[config.mk]
export PLATFORM = sky130hd
export DESIGN_NAME = coffee_ctrl_flat
export DESIGN_NICKNAME = d
export VERILOG_FILES = /design/src/rtl/coffee_pkg.sv /design/src/rtl/coffee_if.sv /design/src/rtl/coffee_brew_timer.sv /design/src/rtl/coffee_ctrl.sv /design/src/flat_wrapper.sv
export SDC_FILE = /design/constraint.sdc
export NUM_CORES = 1
export LEC_CHECK = 0
export CAP_MARGIN = 20
export CORE_MARGIN = 5
export CORE_UTILIZATION = 45
export CTS_CLUSTER_SIZE = 30
export DETAILED_ROUTE_END_ITERATION = 10
export PLACE_DENSITY = 0.73
export SLEW_MARGIN = 20
export SYNTH_ARGS = -nofsm -noshare
export SYNTH_HDL_FRONTEND = slang
export SYNTH_SLANG_ARGS = --single-unit
[constraint.sdc]
create_clock -name clk -period 2.9 [get_ports clk]
set_input_delay 0.58 -clock clk [delete_from_list [all_inputs] [get_ports clk]]
set_output_delay 0.58 -clock clk [all_outputs]
set_load 0.005 [all_outputs]
[src/rtl/coffee_pkg.sv]
// Shared definitions for the coffee vending controller: state codes,
// default pricing constants and the balance datapath width.
package coffee_pkg;

    localparam int BAL_W = 14;

    localparam int unsigned DEF_COIN_VALUE   = 100;
    localparam int unsigned DEF_COFFEE_PRICE = 300;
    localparam int unsigned DEF_MAX_BALANCE  = 9900;

    typedef enum logic [1:0] {
        ST_READY = 2'd0,
        ST_BREW  = 2'd1,
        ST_DONE  = 2'd2,
        ST_RSVD  = 2'd3
    } state_t;

endpackage

[src/rtl/coffee_if.sv]
// Button pulses in, display/status outputs back. The master side presses
// buttons; the slave side is the controller.
interface coffee_if;
    import coffee_pkg::*;

    logic             coin_pulse;
    logic             return_pulse;
    logic             coffee_pulse;
    logic [BAL_W-1:0] balance;
    logic [1:0]       state;
    logic [2:0]       anim_phase;
    logic             return_valid;
    logic [BAL_W-1:0] return_amount;
    logic             deny_pulse;

    modport master (
        output coin_pulse, return_pulse, coffee_pulse,
        input  balance, state, anim_phase, return_valid, return_amount, deny_pulse
    );

    modport slave (
        input  coin_pulse, return_pulse, coffee_pulse,
        output balance, state, anim_phase, return_valid, return_amount, deny_pulse
    );

endinterface

[src/rtl/coffee_brew_timer.sv]
// Brew duration counter and animation phase generator. Counters sit at
// zero whenever the brew is not running, so each brew starts fresh.
module brew_timer #(
    parameter int unsigned BREW_CYCLES = 500_000_000,
    parameter int unsigned ANIM_CYCLES = 50_000_000
) (
    input  logic       clk,
    input  logic       reset,
    input  logic       start,
    input  logic       run,
    output logic       done,
    output logic [2:0] anim_phase
);

    localparam int BW = (BREW_CYCLES > 1) ? $clog2(BREW_CYCLES) : 1;
    localparam int AW = (ANIM_CYCLES > 1) ? $clog2(ANIM_CYCLES) : 1;

    logic [BW-1:0] brew_cnt;
    logic [AW-1:0] anim_cnt;
    logic          anim_tc;

    // Terminal count is combinational so the FSM leaves BREW on the last clock.
    assign done    = run && (brew_cnt == BW'(BREW_CYCLES - 1));
    assign anim_tc = (anim_cnt == AW'(ANIM_CYCLES - 1));

    // Brew/animation counters; phase wraps 5 -> 0.
    always_ff @(posedge clk) begin
        if (reset || start || !run || done) begin
            brew_cnt   <= '0;
            anim_cnt   <= '0;
            anim_phase <= 3'd0;
        end else begin
            brew_cnt <= brew_cnt + BW'(1);
            if (anim_tc) begin
                anim_cnt   <= '0;
                anim_phase <= (anim_phase == 3'd5) ? 3'd0 : anim_phase + 3'd1;
            end else begin
                anim_cnt <= anim_cnt + AW'(1);
            end
        end
    end

endmodule

[src/rtl/coffee_ctrl.sv]
// Coffee vending controller: READY/BREW/DONE FSM plus the balance datapath.
// Every output is registered; a button pulse is answered one clock later.
module coffee_ctrl
    import coffee_pkg::*;
#(
    parameter int unsigned COIN_VALUE   = DEF_COIN_VALUE,
    parameter int unsigned COFFEE_PRICE = DEF_COFFEE_PRICE,
    parameter int unsigned MAX_BALANCE  = DEF_MAX_BALANCE,
    parameter int unsigned BREW_CYCLES  = 500_000_000,
    parameter int unsigned ANIM_CYCLES  = 50_000_000
) (
    input logic    clk,
    input logic    reset,
    coffee_if.slave bus
);

    state_t           state_q, state_d;
    logic [BAL_W-1:0] bal_q, bal_d;
    logic [BAL_W-1:0] ramt_q, ramt_d;
    logic             rv_q, rv_d;
    logic             deny_q, deny_d;
    logic             brew_start;
    logic             brew_done;
    logic [2:0]       anim_phase;
    logic [BAL_W:0]   bal_plus_coin;

    // One extra bit so the ceiling test cannot wrap.
    assign bal_plus_coin = {1'b0, bal_q} + (BAL_W+1)'(COIN_VALUE);

    brew_timer #(
        .BREW_CYCLES (BREW_CYCLES),
        .ANIM_CYCLES (ANIM_CYCLES)
    ) u_timer (
        .clk        (clk),
        .reset      (reset),
        .start      (brew_start),
        .run        (state_q == ST_BREW),
        .done       (brew_done),
        .anim_phase (anim_phase)
    );

    // Next state and next outputs; return beats coffee beats coin in READY.
    always_comb begin
        state_d    = state_q;
        bal_d      = bal_q;
        rv_d       = 1'b0;
        ramt_d     = '0;
        deny_d     = 1'b0;
        brew_start = 1'b0;
        case (state_q)
            ST_READY: begin
                if (bus.return_pulse) begin
                    rv_d   = 1'b1;
                    ramt_d = bal_q;
                    bal_d  = '0;
                end else if (bus.coffee_pulse) begin
                    if (bal_q >= BAL_W'(COFFEE_PRICE)) begin
                        bal_d      = bal_q - BAL_W'(COFFEE_PRICE);
                        state_d    = ST_BREW;
                        brew_start = 1'b1;
                    end else begin
                        deny_d = 1'b1;
                    end
                end else if (bus.coin_pulse) begin
                    if (bal_plus_coin <= (BAL_W+1)'(MAX_BALANCE))
                        bal_d = bal_plus_coin[BAL_W-1:0];
                    else
                        deny_d = 1'b1;
                end
            end
            ST_BREW: begin
                if (bus.coin_pulse || bus.coffee_pulse || bus.return_pulse)
                    deny_d = 1'b1;
                if (brew_done)
                    state_d = ST_DONE;
            end
            ST_DONE: state_d = ST_READY;
            default: state_d = ST_READY;
        endcase
    end

    // State and output registers; reset overrides every pulse.
    always_ff @(posedge clk) begin
        if (reset) begin
            state_q <= ST_READY;
            bal_q   <= '0;
            rv_q    <= 1'b0;
            ramt_q  <= '0;
            deny_q  <= 1'b0;
        end else begin
            state_q <= state_d;
            bal_q   <= bal_d;
            rv_q    <= rv_d;
            ramt_q  <= ramt_d;
            deny_q  <= deny_d;
        end
    end

    assign bus.balance       = bal_q;
    assign bus.state         = state_q;
    assign bus.anim_phase    = anim_phase;
    assign bus.return_valid  = rv_q;
    assign bus.return_amount = ramt_q;
    assign bus.deny_pulse    = deny_q;

endmodule
[src/flat_wrapper.sv]
// flat-port wrapper written by rule: the top's interface ports become plain ports
module coffee_ctrl_flat import coffee_pkg::*;
#(
    parameter int unsigned COIN_VALUE   = DEF_COIN_VALUE,
    parameter int unsigned COFFEE_PRICE = DEF_COFFEE_PRICE,
    parameter int unsigned MAX_BALANCE  = DEF_MAX_BALANCE,
    parameter int unsigned BREW_CYCLES  = 500_000_000,
    parameter int unsigned ANIM_CYCLES  = 50_000_000
)
  (clk, reset, bus_coin_pulse, bus_return_pulse, bus_coffee_pulse, bus_balance, bus_state, bus_anim_phase, bus_return_valid, bus_return_amount, bus_deny_pulse);
  coffee_if bus_i ();
  input logic clk;
  input logic reset;
  input wire logic [$bits(bus_i.coin_pulse)-1:0] bus_coin_pulse;
  input wire logic [$bits(bus_i.return_pulse)-1:0] bus_return_pulse;
  input wire logic [$bits(bus_i.coffee_pulse)-1:0] bus_coffee_pulse;
  output wire logic [$bits(bus_i.balance)-1:0] bus_balance;
  output wire logic [$bits(bus_i.state)-1:0] bus_state;
  output wire logic [$bits(bus_i.anim_phase)-1:0] bus_anim_phase;
  output wire logic [$bits(bus_i.return_valid)-1:0] bus_return_valid;
  output wire logic [$bits(bus_i.return_amount)-1:0] bus_return_amount;
  output wire logic [$bits(bus_i.deny_pulse)-1:0] bus_deny_pulse;
  assign bus_i.coin_pulse = bus_coin_pulse;
  assign bus_i.return_pulse = bus_return_pulse;
  assign bus_i.coffee_pulse = bus_coffee_pulse;
  assign bus_balance = bus_i.balance;
  assign bus_state = bus_i.state;
  assign bus_anim_phase = bus_i.anim_phase;
  assign bus_return_valid = bus_i.return_valid;
  assign bus_return_amount = bus_i.return_amount;
  assign bus_deny_pulse = bus_i.deny_pulse;
  coffee_ctrl #(.COIN_VALUE(COIN_VALUE), .COFFEE_PRICE(COFFEE_PRICE), .MAX_BALANCE(MAX_BALANCE), .BREW_CYCLES(BREW_CYCLES), .ANIM_CYCLES(ANIM_CYCLES)) u_core (.clk(clk), .reset(reset), .bus(bus_i));
endmodule
# After elaboration in Yosys (flattened, before gate mapping)
# Cells that the tools add are included.
[classes]
addsub = 5
n_lt_le_gt_ge = 2
n_eq_ne = 9
n_mux = 23
bitwise = 2
n_reduce_logical = 15
[ops]
columns = ["cell", "count"]
rows = [
  ["14-bit 2-to-1 mux", 5],
  ["29-bit by 1-bit adder with 29-bit output (second input constant)", 1],
  ["29-bit equality test (second input constant)", 1],
  ["26-bit by 1-bit adder with 26-bit output (second input constant)", 1],
  ["26-bit equality test (second input constant)", 1],
  ["14-bit by 7-bit adder with 15-bit output (second input constant)", 1],
  ["15-bit by 14-bit less-or-equal comparator with 1-bit output (second input constant)", 1],
  ["14-bit by 9-bit >= comparator with 1-bit output (second input constant)", 1],
  ["14-bit by 9-bit subtractor with 14-bit output (second input constant)", 1],
  ["1-bit 2-to-1 mux", 11],
  ["2-bit 2-to-1 mux", 4],
  ["4-bit AND reduction", 2],
  ["3-bit nonzero test", 2],
  ["1-bit logical OR", 5],
  ["2-bit by 1-bit inequality test with 1-bit output (second input constant)", 2],
  ["2-bit inequality test (second input constant)", 2],
  ["2-bit one-hot mux with 2 select lines", 1],
  ["2-bit OR reduction", 2],
  ["3-bit by 1-bit adder with 3-bit output (second input constant)", 1],
  ["3-bit equality test (second input constant)", 1],
  ["3-bit 2-to-1 mux", 1],
  ["3-bit by 2-bit inequality test with 1-bit output (second input constant)", 1],
  ["3-bit OR reduction", 1],
  ["2-bit by 1-bit equality test with 1-bit output (second input constant)", 1],
  ["other kinds (5)", 6],
]
[totals]
register_bits = 90
inputBits = 5
out_inout_bits = 35
elab_cells = 64

# Logic depth before layout (Yosys ltp)
[logic_depth]
ltp_word = 9
mapped_depth = 11
mapped_depth_nobuf = 9

# Hierarchy
# A second synthesis with hierarchy kept.
[unflattened]
hier_cells = 546
area_unflattened_um2 = 4554.4
[by_module_without_submodules]
columns = ["module", "instances", "cells_per_inst", "area_each_um2", "seq_area_each_um2"]
rows = [
  ["brew_timer", 1, 318, 2751.4, 1161.1],
  ["coffee_ctrl", 1, 228, 1803.0, 560.5],
]

# Worst setup path before layout
# Ideal clock, no wire load.
[synth_timing]
kind = "register -> register"
start = "reg u_core.bal_q[3] (netlist: u_core.bus.balance[3])"
end = "reg u_core.bal_q[10] (netlist: u_core.bus.balance[10])"
setup_time_ns = 0.096
arrival_ns = 2.328
t_required_ns = 2.804
path_slack_ns = 0.476
stages_incl_launch_ff = 11
n_path_buf = 1
synth_period_minus_slack_ns = 2.424
cell_sequence = "dfxtp_1 -> ha_1 -> a211o_1 -> xnor2_1 -> a32o_2 -> nand3_1 -> a211oi_2 -> o21ai_2 -> or2_0 -> buf_2 -> o41ai_2"
[synth_via]
elab_chain_len = 5
elab_cells_between_ends = 12
classes_between = "2 x add/sub; 2 x order compare; 1 x eq/ne; 5 x mux; 2 x reduce/logical"
[synth_lines]
columns = ["item", "line_no", "rtl"]
rows = [
  ["start: declaration", "coffee_ctrl.sv:18", "logic [BAL_W-1:0] bal_q, bal_d;"],
  ["start signal: assignment", "coffee_ctrl.sv:92", "bal_q <= bal_d;"],
  ["parallel branches: the longest is 5 deep, another holds 14-bit by 7-bit adder with 15-bit output", "--", ""],
]
# Parallel ways; which one is timed is not known. The select of a mux whose other input is x is not followed.
# A chain may end at the register's enable or synchronous reset.

# Worst setup path in the final report
[layout_timing]
start = "reg u_core.bal_q[2] (netlist: u_core.bus.balance[2])"
end = "reg u_core.bal_q[9] (netlist: u_core.bus.balance[9])"
# Same word-level chain as after synthesis.

==> results.tsv <==
stage	metric	value	unit
route	Detail Route Antenna Nets	0	
synthesis	top cells by area, synth	dfxtp_1 41%, nor2_1 8.2%, xor2_1 7.7%	
placed_design	PortBufs	35	
finish	share of cells above drive strength 1	7.97	%
clock_tree	Post-CTS Repair Setup Buffers	0	
setup_path	Reg2Reg Depth	11	
run	MaxCap Viol Count	0	
route	DRC violation total after the first TritonRoute iteration	151	
route	DR WL met3	349	um
synthesis	sequential fraction of the synthesis area	41.2	%
die	Std-Cell Rows	35	
setup_path	Startpoint Class	flip-flop	
sta	fin crit share	92.0	%
die	die area	0.0113	mm2
die	I/O pin cnt	40	
clock_tree	CTS root buf	clkbuf_8	
route	highest routed layer	met4	
route	drt drc	0	
grt	via count of the first global-routing pass	3188	
min_path	Hold Crit Depth	1	
clock_tree	CTS Buf Count	9	
route	Vias/cell	5.29	
sta	Max Freq	375	MHz
clock_tree	CTS resizes	0	
power_and_ir_drop	Max IR drop VDD	0.300	mV
finish	Layout Nets	557	
synthesis	Yosys reg bits	86	
route	Vias	3506	
die	overall die width	106	um
placed_design	HPWL after DPL	6.21	mm
min_path	hold crit path type	flip-flop to flip-flop	
setup_path	crit path buf inv count	2	
setup_path	reg2reg start	u_core.bus.balance[2]	
grt	Tot GR Track Use	15.4	%
clock_tree	Post-CTS Hold Fix Bufs	0	
synthesis	most frequent cells after synthesis	91 x nor2_1, 86 x dfxtp_1, 38 x nand2_1	
synthesis	Synth Warn #	0	
clock_tree	clk buf depth	2	
synthesis	count leader, synth	nor2_1	
min_path	Hold Crit Start	u_core.u_timer.brew_cnt[0]	
die	CORE AREA	0.00915	mm2
route	routed wl met2	4.13	mm
grt	first-pass GRT wire length	14.4	mm
setup_path	CP max stage delay	0.46	ns
die	Die Ht	106	um
clock_tree	CTS tree	done	
clock_tree	Worst-Skew Late Latency	0.36	ns
sta	Hold Fails Final Rpt	0	
setup_path	CP most frequent cell	buf_4	
grt	Overflow after GRT	0	
setup_path	WP data required	3.18	ns
power_and_ir_drop	Pwr per Cell Area	489	mW/mm2
synthesis	Synth Cell Area	0.00418	mm2
sta	fin crit period	2.67	ns
grt	largest net degree at the start of global routing	34	
setup_path	WP data arrival	2.95	ns
synthesis	Top FF cell, synth	dfxtp_1	
route	DRT Wirelength	8.60	mm
setup_path	CP Cell Sequence	ha_1 -> buf_4 -> o21ai_0 -> a21boi_0 -> or3_1 -> nor3_1 -> nor4_1 -> o21ai_2 -> buf_4 -> or4_1 -> a21oi_1	
synthesis	Yosys cell types	53	
setup_path	Slowest cell on crit path	or4_1	
sta	Slew Limit Headroom	60.2	%
synthesis	area leader, netlist	dfxtp_1	
setup_path	CP Class	flip-flop to flip-flop	
sta	final setup violation count	0	
setup_path	CP Capture Type	flip-flop	
setup_path	reg2reg end	u_core.bus.balance[9]	
run_status	status	finished, final reports clean	
sta	RSZ-0062 raised after global routing	no	
synthesis	Post-synth ARST share	0	%
sta	Worst Skew	0.0110	ns
power_and_ir_drop	leakage	1.71	nW
min_path	WHS Endpoint	u_core.u_timer.brew_cnt[0]	
setup_path	CP top delay family	simple AND/OR/NAND/NOR gates	
route	WL met1	4.08	mm
finish	fillcell total	872	
die	Initial Utilization	45.7	%
clock_tree	depth of the CTS H-tree	3	
finish	area grow syn2layout	16.8	%
sta	Worst-Margin Slew	0.591	ns
clock_tree	CTS sink cnt	86	
route	WL per Instance	13.0	um
sta	TNS Setup	0	ns
route	drt pass-1 iters	4	
setup_path	R2R setup slack	0.23	ns
clock_tree	clk slew on worst S/H paths	0.08	ns
sta	final slew viol count	0	
grt	initial antenna violation count	0	
synthesis	Synth top area share	41.2	%
synthesis	Avg Cell Area, Syn	8.20	um2
synthesis	EDFF count, synth	0	
finish	diodes inserted	0	
placed_design	routability-driven placement congestion ratio	0.864	
synthesis	Synth Instances	510	
setup_path	CP max FO	8	
power_and_ir_drop	Power, Total	2.39	mW
==> worst max-delay path by stage <==
stage / cells past startpoint / to / start / slack (ns)
final: 11 / u_core.bus.balance[9] / u_core.bus.balance[2] / 0.23
after global routing: 9 / u_core.bus.balance[9] / u_core.bus.balance[4] / 0.05
after CTS: 9 / u_core.bus.balance[9] / u_core.bus.balance[4] / 0.25
after detailed placement: 7 / u_core.bus.balance[12] / bus_return_pulse / 0.23
after global placement: 7 / u_core.bus.balance[9] / bus_return_pulse / 0.28
after floorplan: 10 / u_core.bus.balance[10] / u_core.bus.balance[3] / 0.48
==> flip-flops by register name (all words and copies together) (netlist names) <==
register	count
u_core.u_timer.brew_cnt	29
u_core.bus.deny_pulse	1
u_core.bus.state	2
u_core.bus.return_amount	12
u_core.u_timer.anim_phase	3
u_core.u_timer.anim_cnt	26
u_core.bus.return_valid	1
u_core.bus.balance	12
==> final cells by class <==
class	count	area [um2]	area share (%)
multi-input combinational	387	2290	46.8
sequential	86	1720	35.2
timing repair buffer	55	500	10.2
clock buffer	11	141	2.89
tap	111	139	2.84
clock inverter	5	65.1	1.33
inverter	8	30.0	0.615
==> per-layer routing <==
layer  vias up  global-route usage [%]
met5         -                       0
met4         0                    4.11
met3         4                    4.43
met2        62                    25.9
met1      1647                    19.3
li1       1793                       -
==> stage by stage <==
stage | utilization [%] | instance area, um2 | worst slack (ns) | hold WS (ns) | std cells
4_1_cts | 53.4 | 4880 | 0.247 | 0.465 | 663
3_5_place_dp | 51.1 | 4680 | 0.226 | 0.449 | 647
6_report | 53.4 | 4880 | 0.233 | 0.457 | 663
5_1_grt | 53.4 | 4880 | 0.0451 | 0.482 | 663
2_1_floorplan | - | 4190 | 0.476 | 0.418 | 513
3_3_place_gp | 51.1 | 4680 | 0.280 | 0.430 | 647
==> cells by family after synthesis <==
| family | share of synthesized area [%] |
|---|---|
| simple gates | 30.4 |
| flops | 41.2 |
| compound gates | 9.87 |
| xor+xnor | 12.1 |
| buf+inv | 4.58 |
| fa+ha+maj | 1.50 |
| other cells | 0.0897 |
| mux | 0.239 |
==> power by group <==
part           leakage (nW)  switching, mW  total (mW)  internal, mW
Combinational         0.910          0.155       0.289         0.134
Sequential            0.695         0.0330        1.24          1.20
Clock                 0.105          0.431       0.862         0.431
==> worst register-to-register path: stages (launching register included) <==
cell      delay, ns
dfxtp_1        0.34
ha_1           0.19
buf_4          0.16
o21ai_0        0.07
a21boi_0       0.28
or3_1          0.20
nor3_1         0.06
nor4_1         0.33
o21ai_2        0.19
buf_4          0.21
or4_1          0.46
a21oi_1        0.12
==> placed cells by master, fill, tap and decap left out, types with 3 or more instances in the layout <==
cell type	n
nor2_1	91
dfxtp_1	86
nand2_1	38
xor2_1	37
clkdlybuf4s50_1	35
nand3_1	27
xnor2_1	21
o21ai_0	21
buf_4	20
and2_1	19
nand4_1	14
and3_1	13
nor3_1	13
a21oi_1	12
clkbuf_8	10
inv_1	8
nor2b_1	8
nand2b_1	7
nor4_1	6
nand3b_1	5
ha_1	5
or4_1	4
conb_1	4
nor4b_1	3
or3_1	3
a31oi_1	3
(Power assumes the default switching activity.)
